$ cat src/rtl/clock_monitor.sv
// Clock monitor: measures high/low phases of a sampled clock, checks bounds, tracks lock and stuck errors.
// Optional duty-cycle check is compiled in with `define CLOCKMON_DUTY_CHECK_EN.
module clock_monitor #(
    parameter int CNT_W      = 16,
    parameter int HIGH_MIN   = 3,
    parameter int HIGH_MAX   = 5,
    parameter int LOW_MIN    = 3,
    parameter int LOW_MAX    = 5,
    parameter int LOCK_COUNT = 4,
    parameter int TIMEOUT    = 64
`ifdef CLOCKMON_DUTY_CHECK_EN
    ,
    parameter int DUTY_TOL   = 1
`endif
) (
    input  logic             clk,
    input  logic             reset,
    input  logic             enable,
    input  logic             clear,
    input  logic             mon_in,
    output logic [CNT_W-1:0] high_len,
    output logic [CNT_W-1:0] low_len,
    output logic             meas_valid,
    output logic             locked,
    output logic             err_high,
    output logic             err_low,
    output logic             err_stuck,
`ifdef CLOCKMON_DUTY_CHECK_EN
    output logic             err_duty,
`endif
    output logic [7:0]       err_count
);

    // state     | meaning
    // IDLE      | monitor disabled, outputs hold
    // ALIGN     | waiting for a rising edge to start a clean period
    // MEAS_HIGH | counting the high phase
    // MEAS_LOW  | counting the low phase
    typedef enum logic [1:0] {IDLE, ALIGN, MEAS_HIGH, MEAS_LOW} state_t;

    localparam int RUN_W = $clog2(LOCK_COUNT + 1);
    localparam logic [RUN_W-1:0] LOCK_N  = RUN_W'(LOCK_COUNT);
    localparam logic [CNT_W-1:0] CNT_MAX = '1;
    localparam logic [CNT_W-1:0] H_MIN   = CNT_W'(HIGH_MIN);
    localparam logic [CNT_W-1:0] H_MAX   = CNT_W'(HIGH_MAX);
    localparam logic [CNT_W-1:0] L_MIN   = CNT_W'(LOW_MIN);
    localparam logic [CNT_W-1:0] L_MAX   = CNT_W'(LOW_MAX);
    localparam logic [CNT_W-1:0] TO_CNT  = CNT_W'(TIMEOUT);

    state_t             state, state_n;
    logic               sync1, s, s_d;
    logic               rise, fall;
    logic [CNT_W-1:0]   cnt, cnt_n, cnt_inc;
    logic [RUN_W-1:0]   good_run, good_run_n;
    logic               high_ok, high_ok_n;
    logic [CNT_W-1:0]   high_len_n, low_len_n;
    logic               meas_valid_n, locked_n;
    logic               err_high_n, err_low_n, err_stuck_n;
    logic [7:0]         err_count_n;
    logic               duty_ok, high_in, low_in, timeout;
`ifdef CLOCKMON_DUTY_CHECK_EN
    logic               err_duty_n;
    logic [CNT_W-1:0]   duty_diff;
`endif

    assign rise    = s & ~s_d;
    assign fall    = ~s & s_d;
    assign cnt_inc = (cnt == CNT_MAX) ? cnt : cnt + CNT_W'(1);
    assign timeout = (cnt == TO_CNT);
    assign high_in = (cnt >= H_MIN) && (cnt <= H_MAX);
    assign low_in  = (cnt >= L_MIN) && (cnt <= L_MAX);

`ifdef CLOCKMON_DUTY_CHECK_EN
    // In MEAS_LOW, cnt is the low length of the period being closed.
    assign duty_diff = (high_len > cnt) ? high_len - cnt : cnt - high_len;
    assign duty_ok   = (duty_diff <= CNT_W'(DUTY_TOL));
`else
    assign duty_ok   = 1'b1;
`endif

    always_comb begin
        state_n      = state;
        cnt_n        = cnt;
        good_run_n   = good_run;
        high_ok_n    = high_ok;
        high_len_n   = high_len;
        low_len_n    = low_len;
        meas_valid_n = 1'b0;
        locked_n     = locked;
        err_high_n   = err_high;
        err_low_n    = err_low;
        err_stuck_n  = err_stuck;
        err_count_n  = err_count;
`ifdef CLOCKMON_DUTY_CHECK_EN
        err_duty_n   = err_duty;
`endif

        if (!enable) begin
            state_n    = IDLE;
            locked_n   = 1'b0;
            good_run_n = '0;
        end else begin
            case (state)
                IDLE: state_n = ALIGN;
                ALIGN: begin
                    if (rise) begin
                        cnt_n   = CNT_W'(1);
                        state_n = MEAS_HIGH;
                    end
                end
                MEAS_HIGH: begin
                    if (fall) begin
                        high_len_n = cnt;
                        high_ok_n  = high_in;
                        if (!high_in) err_high_n = 1'b1;
                        cnt_n   = CNT_W'(1);
                        state_n = MEAS_LOW;
                    end else if (timeout) begin
                        err_stuck_n = 1'b1;
                        err_count_n = (err_count == 8'hFF) ? err_count : err_count + 8'd1;
                        locked_n    = 1'b0;
                        good_run_n  = '0;
                        state_n     = ALIGN;
                    end else begin
                        cnt_n = cnt_inc;
                    end
                end
                MEAS_LOW: begin
                    if (rise) begin
                        low_len_n    = cnt;
                        meas_valid_n = 1'b1;
                        cnt_n        = CNT_W'(1);
                        state_n      = MEAS_HIGH;
                        if (!low_in) err_low_n = 1'b1;
`ifdef CLOCKMON_DUTY_CHECK_EN
                        if (!duty_ok) err_duty_n = 1'b1;
`endif
                        if (high_ok && low_in && duty_ok) begin
                            good_run_n = (good_run == LOCK_N) ? LOCK_N : good_run + RUN_W'(1);
                            locked_n   = (good_run_n == LOCK_N);
                        end else begin
                            err_count_n = (err_count == 8'hFF) ? err_count : err_count + 8'd1;
                            good_run_n  = '0;
                            locked_n    = 1'b0;
                        end
                    end else if (timeout) begin
                        err_stuck_n = 1'b1;
                        err_count_n = (err_count == 8'hFF) ? err_count : err_count + 8'd1;
                        locked_n    = 1'b0;
                        good_run_n  = '0;
                        state_n     = ALIGN;
                    end else begin
                        cnt_n = cnt_inc;
                    end
                end
                default: state_n = IDLE;
            endcase
        end

        // clear wins over any error raised in the same cycle
        if (clear) begin
            err_high_n  = 1'b0;
            err_low_n   = 1'b0;
            err_stuck_n = 1'b0;
            err_count_n = '0;
`ifdef CLOCKMON_DUTY_CHECK_EN
            err_duty_n  = 1'b0;
`endif
        end
    end

    always_ff @(posedge clk or posedge reset) begin
        if (reset) begin
            sync1      <= 1'b0;
            s          <= 1'b0;
            s_d        <= 1'b0;
            state      <= IDLE;
            cnt        <= '0;
            good_run   <= '0;
            high_ok    <= 1'b0;
            high_len   <= '0;
            low_len    <= '0;
            meas_valid <= 1'b0;
            locked     <= 1'b0;
            err_high   <= 1'b0;
            err_low    <= 1'b0;
            err_stuck  <= 1'b0;
            err_count  <= '0;
`ifdef CLOCKMON_DUTY_CHECK_EN
            err_duty   <= 1'b0;
`endif
        end else begin
            sync1      <= mon_in;
            s          <= sync1;
            s_d        <= s;
            state      <= state_n;
            cnt        <= cnt_n;
            good_run   <= good_run_n;
            high_ok    <= high_ok_n;
            high_len   <= high_len_n;
            low_len    <= low_len_n;
            meas_valid <= meas_valid_n;
            locked     <= locked_n;
            err_high   <= err_high_n;
            err_low    <= err_low_n;
            err_stuck  <= err_stuck_n;
            err_count  <= err_count_n;
`ifdef CLOCKMON_DUTY_CHECK_EN
            err_duty   <= err_duty_n;
`endif
        end
    end

endmodule
$ cat config.mk
export PLATFORM = sky130hd
export DESIGN_NAME = clock_monitor
export DESIGN_NICKNAME = d
export VERILOG_FILES = /design/src/rtl/clock_monitor.sv
export SDC_FILE = /design/constraint.sdc
export NUM_CORES = 1
export LEC_CHECK = 0
export BUFFER_PORTS_ARGS = -buffer_cell sky130_fd_sc_hd__buf_4
export CAP_MARGIN = 20
export CELL_PAD_IN_SITES_DETAIL_PLACEMENT = 0
export CELL_PAD_IN_SITES_GLOBAL_PLACEMENT = 2
export CORE_MARGIN = 4
export CORE_UTILIZATION = 36
export DETAILED_ROUTE_END_ITERATION = 8
export PLACE_DENSITY = 0.83
export SLEW_MARGIN = 5
export SYNTH_ARGS = -nofsm -noshare
export SYNTH_HDL_FRONTEND = slang
export SYNTH_SLANG_ARGS = --single-unit
$ cat constraint.sdc
create_clock -name clk -period 2.6 [get_ports clk]
set_input_delay 0.26 -clock clk [delete_from_list [all_inputs] [get_ports clk]]
set_output_delay 0.26 -clock clk [all_outputs]
set_load 0.02 [all_outputs]
== Word level (Yosys, flattened, before mapping) ==
Index checks and enable logic that the tools add are counted.

* Memories: 0
* Bits in latches: 0
* Bits in writable memories: 0
* Input bits: 5
* Bits in registers: 70
* Output and inout port bits: 45
* ROM bits: 0

* Bitwise gates (word level): 4
* Reductions and logical operators: 18
* $mul: 0
* Eq/ne operators: 16
* Shift-type cells: 0
* Add/subtract/negate cells: 3
* Multiplexer cells: 51
* Divide/modulo/power cells: 0
* Order comparisons: 2

{| class="wikitable"
|+ Operators by type and width
! cell !! number
|-
| $mux W16 || 5
|-
| $mux W8 || 7
|-
| $pmux W16 S3 || 1
|-
| $mux W1 || 22
|-
| $mux W3 || 6
|-
| $add A16 B1 Y16 const B || 1
|-
| $eq A16 B16 Y1 const B || 1
|-
| $eq A16 B7 Y1 const B || 1
|-
| $ge A16 B2 Y1 const B || 1
|-
| $le A16 B3 Y1 const B || 1
|-
| $pmux W8 S2 || 1
|-
| $reduce_and A4 Y1 || 4
|-
| $ne A3 B3 Y1 const B || 4
|-
| $mux W2 || 5
|-
| $reduce_bool A2 Y1 || 5
|-
| $reduce_and A3 Y1 || 3
|-
| $add A8 B1 Y8 const B || 1
|-
| $eq A8 B8 Y1 const B || 1
|-
| $pmux W2 S4 || 1
|-
| $eq A3 B3 Y1 const B || 2
|-
| $pmux W3 S2 || 1
|-
| $reduce_bool A3 Y1 || 2
|-
| $eq A2 B2 Y1 const B || 2
|-
| $ne A2 B2 Y1 const B || 2
|-
| 10 further kinds || 14
|}

== Depth between registers and ports, before layout ==
* Depth in word-level cells: 8
* Depth in mapped cells: 8
* Depth with buffers taken out: 7

== Worst setup path after synthesis ==
No wires, ideal clock.

* Path kind: register to register
* Start point: register cnt[0]
* End point: register err_count[4]
* Period minus slack after synthesis: 2.160 ns
* Required time: 2.475 ns
* Library setup time: 0.125 ns
* Path slack: 0.440 ns
* Data arrival time: 2.036 ns
* Cell stages (with the launch flop): 9
* Cell sequence: dfrtp_1 inv_1 ha_1 and3b_2 nand4_2 a211o_1 buf_6 nor4b_1 mux2_2

* Longest elaborated chain between the ends: 6
* Elaborated cells between the ends (all ways): 13
* Classes of those cells: order compare: 2; eq/ne: 2; mux: 6; reduce/logical: 3

{| class="wikitable"
|+ Ends and longest elaborated chain
! item !! line !! text
|-
| start: declaration || 53 || <nowiki>logic [CNT_W-1:0] cnt, cnt_n, cnt_inc;</nowiki>
|-
| start signal: assignment || 197 || <nowiki>cnt <= cnt_n;</nowiki>
|-
| branches (longest 6 deep; another with $ge A16 B2 Y1) || - ||
|-
| end signal: assignment || 207 || <nowiki>err_count <= err_count_n;</nowiki>
|-
| end: declaration || 31 || <nowiki>output logic [7:0] err_count</nowiki>
|}

Parallel ways; which one is timed is not known. The select of a mux whose other input is x is not followed.
A chain may end at the register's enable or synchronous reset.

== Worst setup path in the final report ==
Same ends and word-level chain as after synthesis.

==> summary by stage <==
Power
The static leakage is 0.002009 uW. The peak supply drop is 0.2051 mV. In this run the power density over the cells is 559.7 nW/um2. The completed layout was analyzed and its total power is 2348 uW.

STA
The actual transition at the worst max-transition pin is 0.5249 ns. The number of max-slew violations in the final report was 0. Setup repair after global routing left no endpoint under its margin.

The headroom to the max-slew limit is 64.97%. The worst path needs 2.450 ns of the cycle, external delays included. The part of the cycle the worst path needs is 94.23%. The setup skew after layout is 0.007973 ns.

The final hold slack is -0.005790 ns. The total of endpoints with negative setup slack in the final report is 0. Setup total negative slack on the finished layout was measured at 0 ns. The total count of hold-check failures in the final report is 12. Derived from the worst setup path, the maximum achievable clock frequency is 408.2 MHz.

Detailed routing
The DRC marker count from the first detailed-route iteration is 130. The remaining antenna violation count after routing is 0. Before antenna repair, the detailed router went through 4 iterations. After detailed routing, the average wire length per cell comes to 16.33 um.

Using the TritonRoute via totals, the vias-per-cell ratio works out to 5.285. The via total after detailed routing is 2859. After detailed routing, the total wire length is 8836 um. The remaining routing DRC violations is 0.

Clock tree
The H-tree was split into 3 levels. At the later pin of the worst-skew pair, clock insertion delay measures 0.35 ns. CTS placed an instance of sky130_fd_sc_hd__clkbuf_8 at the clock tree root. The number of buffers inserted during clock tree synthesis is 9. After clock tree synthesis, the clock-pin slew on the worst setup and hold paths is 0.07 ns. TritonCTS built the clock tree. The clock drives 70 sinks. The number of post-CTS setup repair buffers is 0. The maximum clock insertion buffer count is 2.

Cells and area
Compared with the post-synthesis result, the final layout area differs by 18.86%. The final cell count without fillers is 541. The final-stage net count is 418. The number of inserted diodes is 0. The layout filler cell count is 949. The fraction of layout cells with a size suffix above 1 is 26.94%. Once layout is complete, the utilization of the core stands at 44.77%.

Critical path
The path type of the worst setup path is reg2reg. The slowest stage of the critical path is the sky130_fd_sc_hd__dfrtp_1 cell. The cell family contributing the most delay on the critical path is simple AND/OR/NAND/NOR gates. Walking the worst path, the cells encountered are inv_1, ha_1, and3b_2, nand4_2, a211o_1, nor4b_1, mux2_2. Of all nets on the critical path, the largest fanout is 11. The required time of the critical path is 2.84 ns.

On the worst path, the slowest cell contributes a delay of 0.46 ns. The kind of end point of the critical path is a register. At the worst endpoint, the arrival time is 2.69 ns. The type of origin of the critical path is a register.

Together, buffers and inverters on the worst path number 1.

Synth
The post-synthesis cell count is 354. During synthesis, Yosys emitted a total of 0 warnings. The count of state elements after synthesis is 70. In the synthesized netlist the dominant register cell turns out to be sky130_fd_sc_hd__dfrtp_1. The post-synthesis sequential area ratio is 49.63%. Counting flops with a built-in enable in the synthesized netlist gives 0. After synthesis the cells add up to 3530 um2.

Dividing the synthesized area by the synthesized cell count gives 9.971 um2. The number of nets produced by synthesis is 365. The post-synthesis async set-or-reset flop share is 100.0%. The number of distinct library cell variants in the gate-level netlist after synthesis is 61.

Floorplan
The area of the die is 11450 um2. The height of the die is 107.0 um. The starting density of the core is 37.66%.

In this run the count of I/O pins placed on the die edge is 50. The floorplan step defined a core boundary enclosing 9371 um2. The total number of placement rows is 35. From left edge to right edge, the die measures 107.0 um.

Place
The total of buffers placed on input and output ports is 49. The placed cell count is 524. The wire-length estimate of the detail-placed layout is 6300 um.

The routability-driven placement congestion ratio is 0.9081.

Run status
The run finished, with violations left. The final reports fail on hold timing.

Global routing
The number of global-route vias before repair is 2815. Global routing finished with a remaining overflow of 0. The initial antenna violation count is 0. The global-route wire length before repair is 14790 um. The maximum number of pins on one net before global-route repair is 71. The combined global-route utilization of all metal layers is 16.51%.

Hold path
The worst min-delay path category is in2async.

Flow run
The tool flagged a number of max-cap violations equal to 0.
final timing paths:
check | start | end | slack, ns | depth (start not counted)
max | cnt[0] | err_count[4] | 0.15 | 7
min | reset | low_len[3] | -0.006 | 3
max reg2reg | cnt[0] | err_count[4] | 0.15 | 7
min reg2reg | sync1 | s | 0.35 | 0
max in group asynchronous | reset | high_len[13] | 2.32 | 3
min in group clk | clear | err_count[5] | 0.19 | 2
through the flow:
step	setup WS, ns	instance area, um2
4_1_cts	0.1642	4195
2_1_floorplan	0.4397	3530
6_report	0.1501	4195
3_5_place_dp	0.1776	4018
5_1_grt	0.02713	4195
3_3_place_gp	0.2555	4018
cell usage after synthesis, types with 2 or more instances:
cell type / number / area [um2]
sky130_fd_sc_hd__a21oi_1: 19 / 95.09
sky130_fd_sc_hd__or3_2: 3 / 22.52
sky130_fd_sc_hd__nor2b_1: 3 / 18.77
sky130_fd_sc_hd__a211o_1: 2 / 17.52
sky130_fd_sc_hd__nand4_1: 4 / 25.02
sky130_fd_sc_hd__inv_1: 14 / 52.55
sky130_fd_sc_hd__a21o_1: 4 / 30.03
sky130_fd_sc_hd__clkbuf_2: 2 / 10.01
sky130_fd_sc_hd__nand3_1: 17 / 85.08
sky130_fd_sc_hd__a211oi_1: 2 / 15.01
sky130_fd_sc_hd__dfrtp_1: 70 / 1752
sky130_fd_sc_hd__nor4bb_1: 2 / 20.02
sky130_fd_sc_hd__a311oi_1: 3 / 26.28
sky130_fd_sc_hd__o21a_1: 2 / 15.01
sky130_fd_sc_hd__a31o_2: 2 / 17.52
sky130_fd_sc_hd__and3_1: 4 / 25.02
sky130_fd_sc_hd__or3b_2: 2 / 17.52
sky130_fd_sc_hd__buf_4: 2 / 15.01
sky130_fd_sc_hd__nor3_1: 7 / 35.03
sky130_fd_sc_hd__nor4_1: 4 / 25.02
sky130_fd_sc_hd__nor2_1: 21 / 78.83
sky130_fd_sc_hd__or4_1: 5 / 37.54
sky130_fd_sc_hd__o31ai_1: 8 / 60.06
sky130_fd_sc_hd__nor4_4: 3 / 63.81
sky130_fd_sc_hd__ha_1: 6 / 75.07
sky130_fd_sc_hd__clkbuf_1: 6 / 22.52
sky130_fd_sc_hd__buf_6: 3 / 33.78
sky130_fd_sc_hd__mux2_2: 17 / 191.4
sky130_fd_sc_hd__a31oi_1: 9 / 56.30
sky130_fd_sc_hd__nand2b_1: 3 / 18.77
sky130_fd_sc_hd__nand2_1: 57 / 214.0
sky130_fd_sc_hd__nand3b_1: 2 / 15.01
sky130_fd_sc_hd__buf_2: 2 / 10.01
sky130_fd_sc_hd__clkbuf_8: 2 / 27.53
sky130_fd_sc_hd__o21ai_0: 16 / 80.08
worst register-to-register path, stage by stage, from the launching register on:
cell	delay [ns]
sky130_fd_sc_hd__dfrtp_1	0.46
sky130_fd_sc_hd__inv_1	0.13
sky130_fd_sc_hd__ha_1	0.19
sky130_fd_sc_hd__and3b_2	0.22
sky130_fd_sc_hd__nand4_2	0.21
sky130_fd_sc_hd__a211o_1	0.44
sky130_fd_sc_hd__nor4b_1	0.33
sky130_fd_sc_hd__mux2_2	0.37
layer usage:
metal	global-route usage, %	vias to the layer above	wire [um]
met1	23.82	1393	4430
met4	7.032	0	200
met2	24.19	74	3806
li1	-	1377	-
met5	0	-	0
met3	3.131	15	398
state kept, by name (all words and copies together) (netlist names):
name / flops
cnt: 16
sync1: 1
s: 1
high_ok: 1
state: 2
err_low: 1
meas_valid: 1
err_stuck: 1
low_len: 16
good_run: 3
high_len: 16
locked: 1
s_d: 1
err_high: 1
err_count: 8
cells by family after synthesis:
family	count (synthesis)	share of synthesized area (%)
adder cells (fa/ha/maj)	6	2.127
AO/OA/AOI/OAI	76	13.83
flip-flops	70	49.63
AND/OR/NAND/NOR	149	22.90
multiplexers	18	5.707
buffers and inverters	34	5.565
XOR/XNOR	1	0.2482
repair_timing:
item                                   CTS  global route
gates resized for setup                  0             0
endpoints found under the hold margin    1             0
hold buffers                             1             0
layout make-up:
type | count | area, um2 | share of cell area, %
sequential | 70 | 1752 | 41.75
timing repair buffer | 62 | 480.5 | 11.45
multi-input combinational | 250 | 1582 | 37.70
tap | 129 | 161.4 | 3.847
clock buffer | 12 | 145.1 | 3.460
inverter | 14 | 52.55 | 1.253
clock inverter | 4 | 22.52 | 0.5368
report_power, final:
part / internal [uW] / switching (uW) / total (uW)
Clock: 368 / 415 / 783
Sequential: 1140 / 70.3 / 1210
Combinational: 140 / 215 / 355
Total: 1650 / 700 / 2350
layout by cell type (no fill, tap or decap), types with 2 or more instances in the layout:
master / count
sky130_fd_sc_hd__o31ai_1: 8
sky130_fd_sc_hd__a31o_2: 2
sky130_fd_sc_hd__o21ai_0: 16
sky130_fd_sc_hd__inv_1: 13
sky130_fd_sc_hd__nand4_1: 4
sky130_fd_sc_hd__a211oi_1: 2
sky130_fd_sc_hd__nor2_1: 21
sky130_fd_sc_hd__nand2_1: 57
sky130_fd_sc_hd__a21o_1: 4
sky130_fd_sc_hd__and3_1: 4
sky130_fd_sc_hd__nand3b_1: 2
sky130_fd_sc_hd__nor4bb_1: 2
sky130_fd_sc_hd__mux2_2: 17
sky130_fd_sc_hd__clkinv_2: 3
sky130_fd_sc_hd__or3b_2: 2
sky130_fd_sc_hd__clkbuf_1: 2
sky130_fd_sc_hd__nand2b_1: 3
sky130_fd_sc_hd__a31oi_1: 9
sky130_fd_sc_hd__or3_2: 3
sky130_fd_sc_hd__nor4_4: 3
sky130_fd_sc_hd__a21oi_1: 19
sky130_fd_sc_hd__clkbuf_8: 10
sky130_fd_sc_hd__a311oi_1: 3
sky130_fd_sc_hd__nor3_1: 7
sky130_fd_sc_hd__o21a_1: 2
sky130_fd_sc_hd__buf_4: 60
sky130_fd_sc_hd__dfrtp_1: 70
sky130_fd_sc_hd__nor2b_1: 3
sky130_fd_sc_hd__ha_1: 6
sky130_fd_sc_hd__a211o_1: 2
sky130_fd_sc_hd__nor4_1: 4
sky130_fd_sc_hd__nand3_1: 17
sky130_fd_sc_hd__or4_1: 5
(Power assumes the default switching activity.)
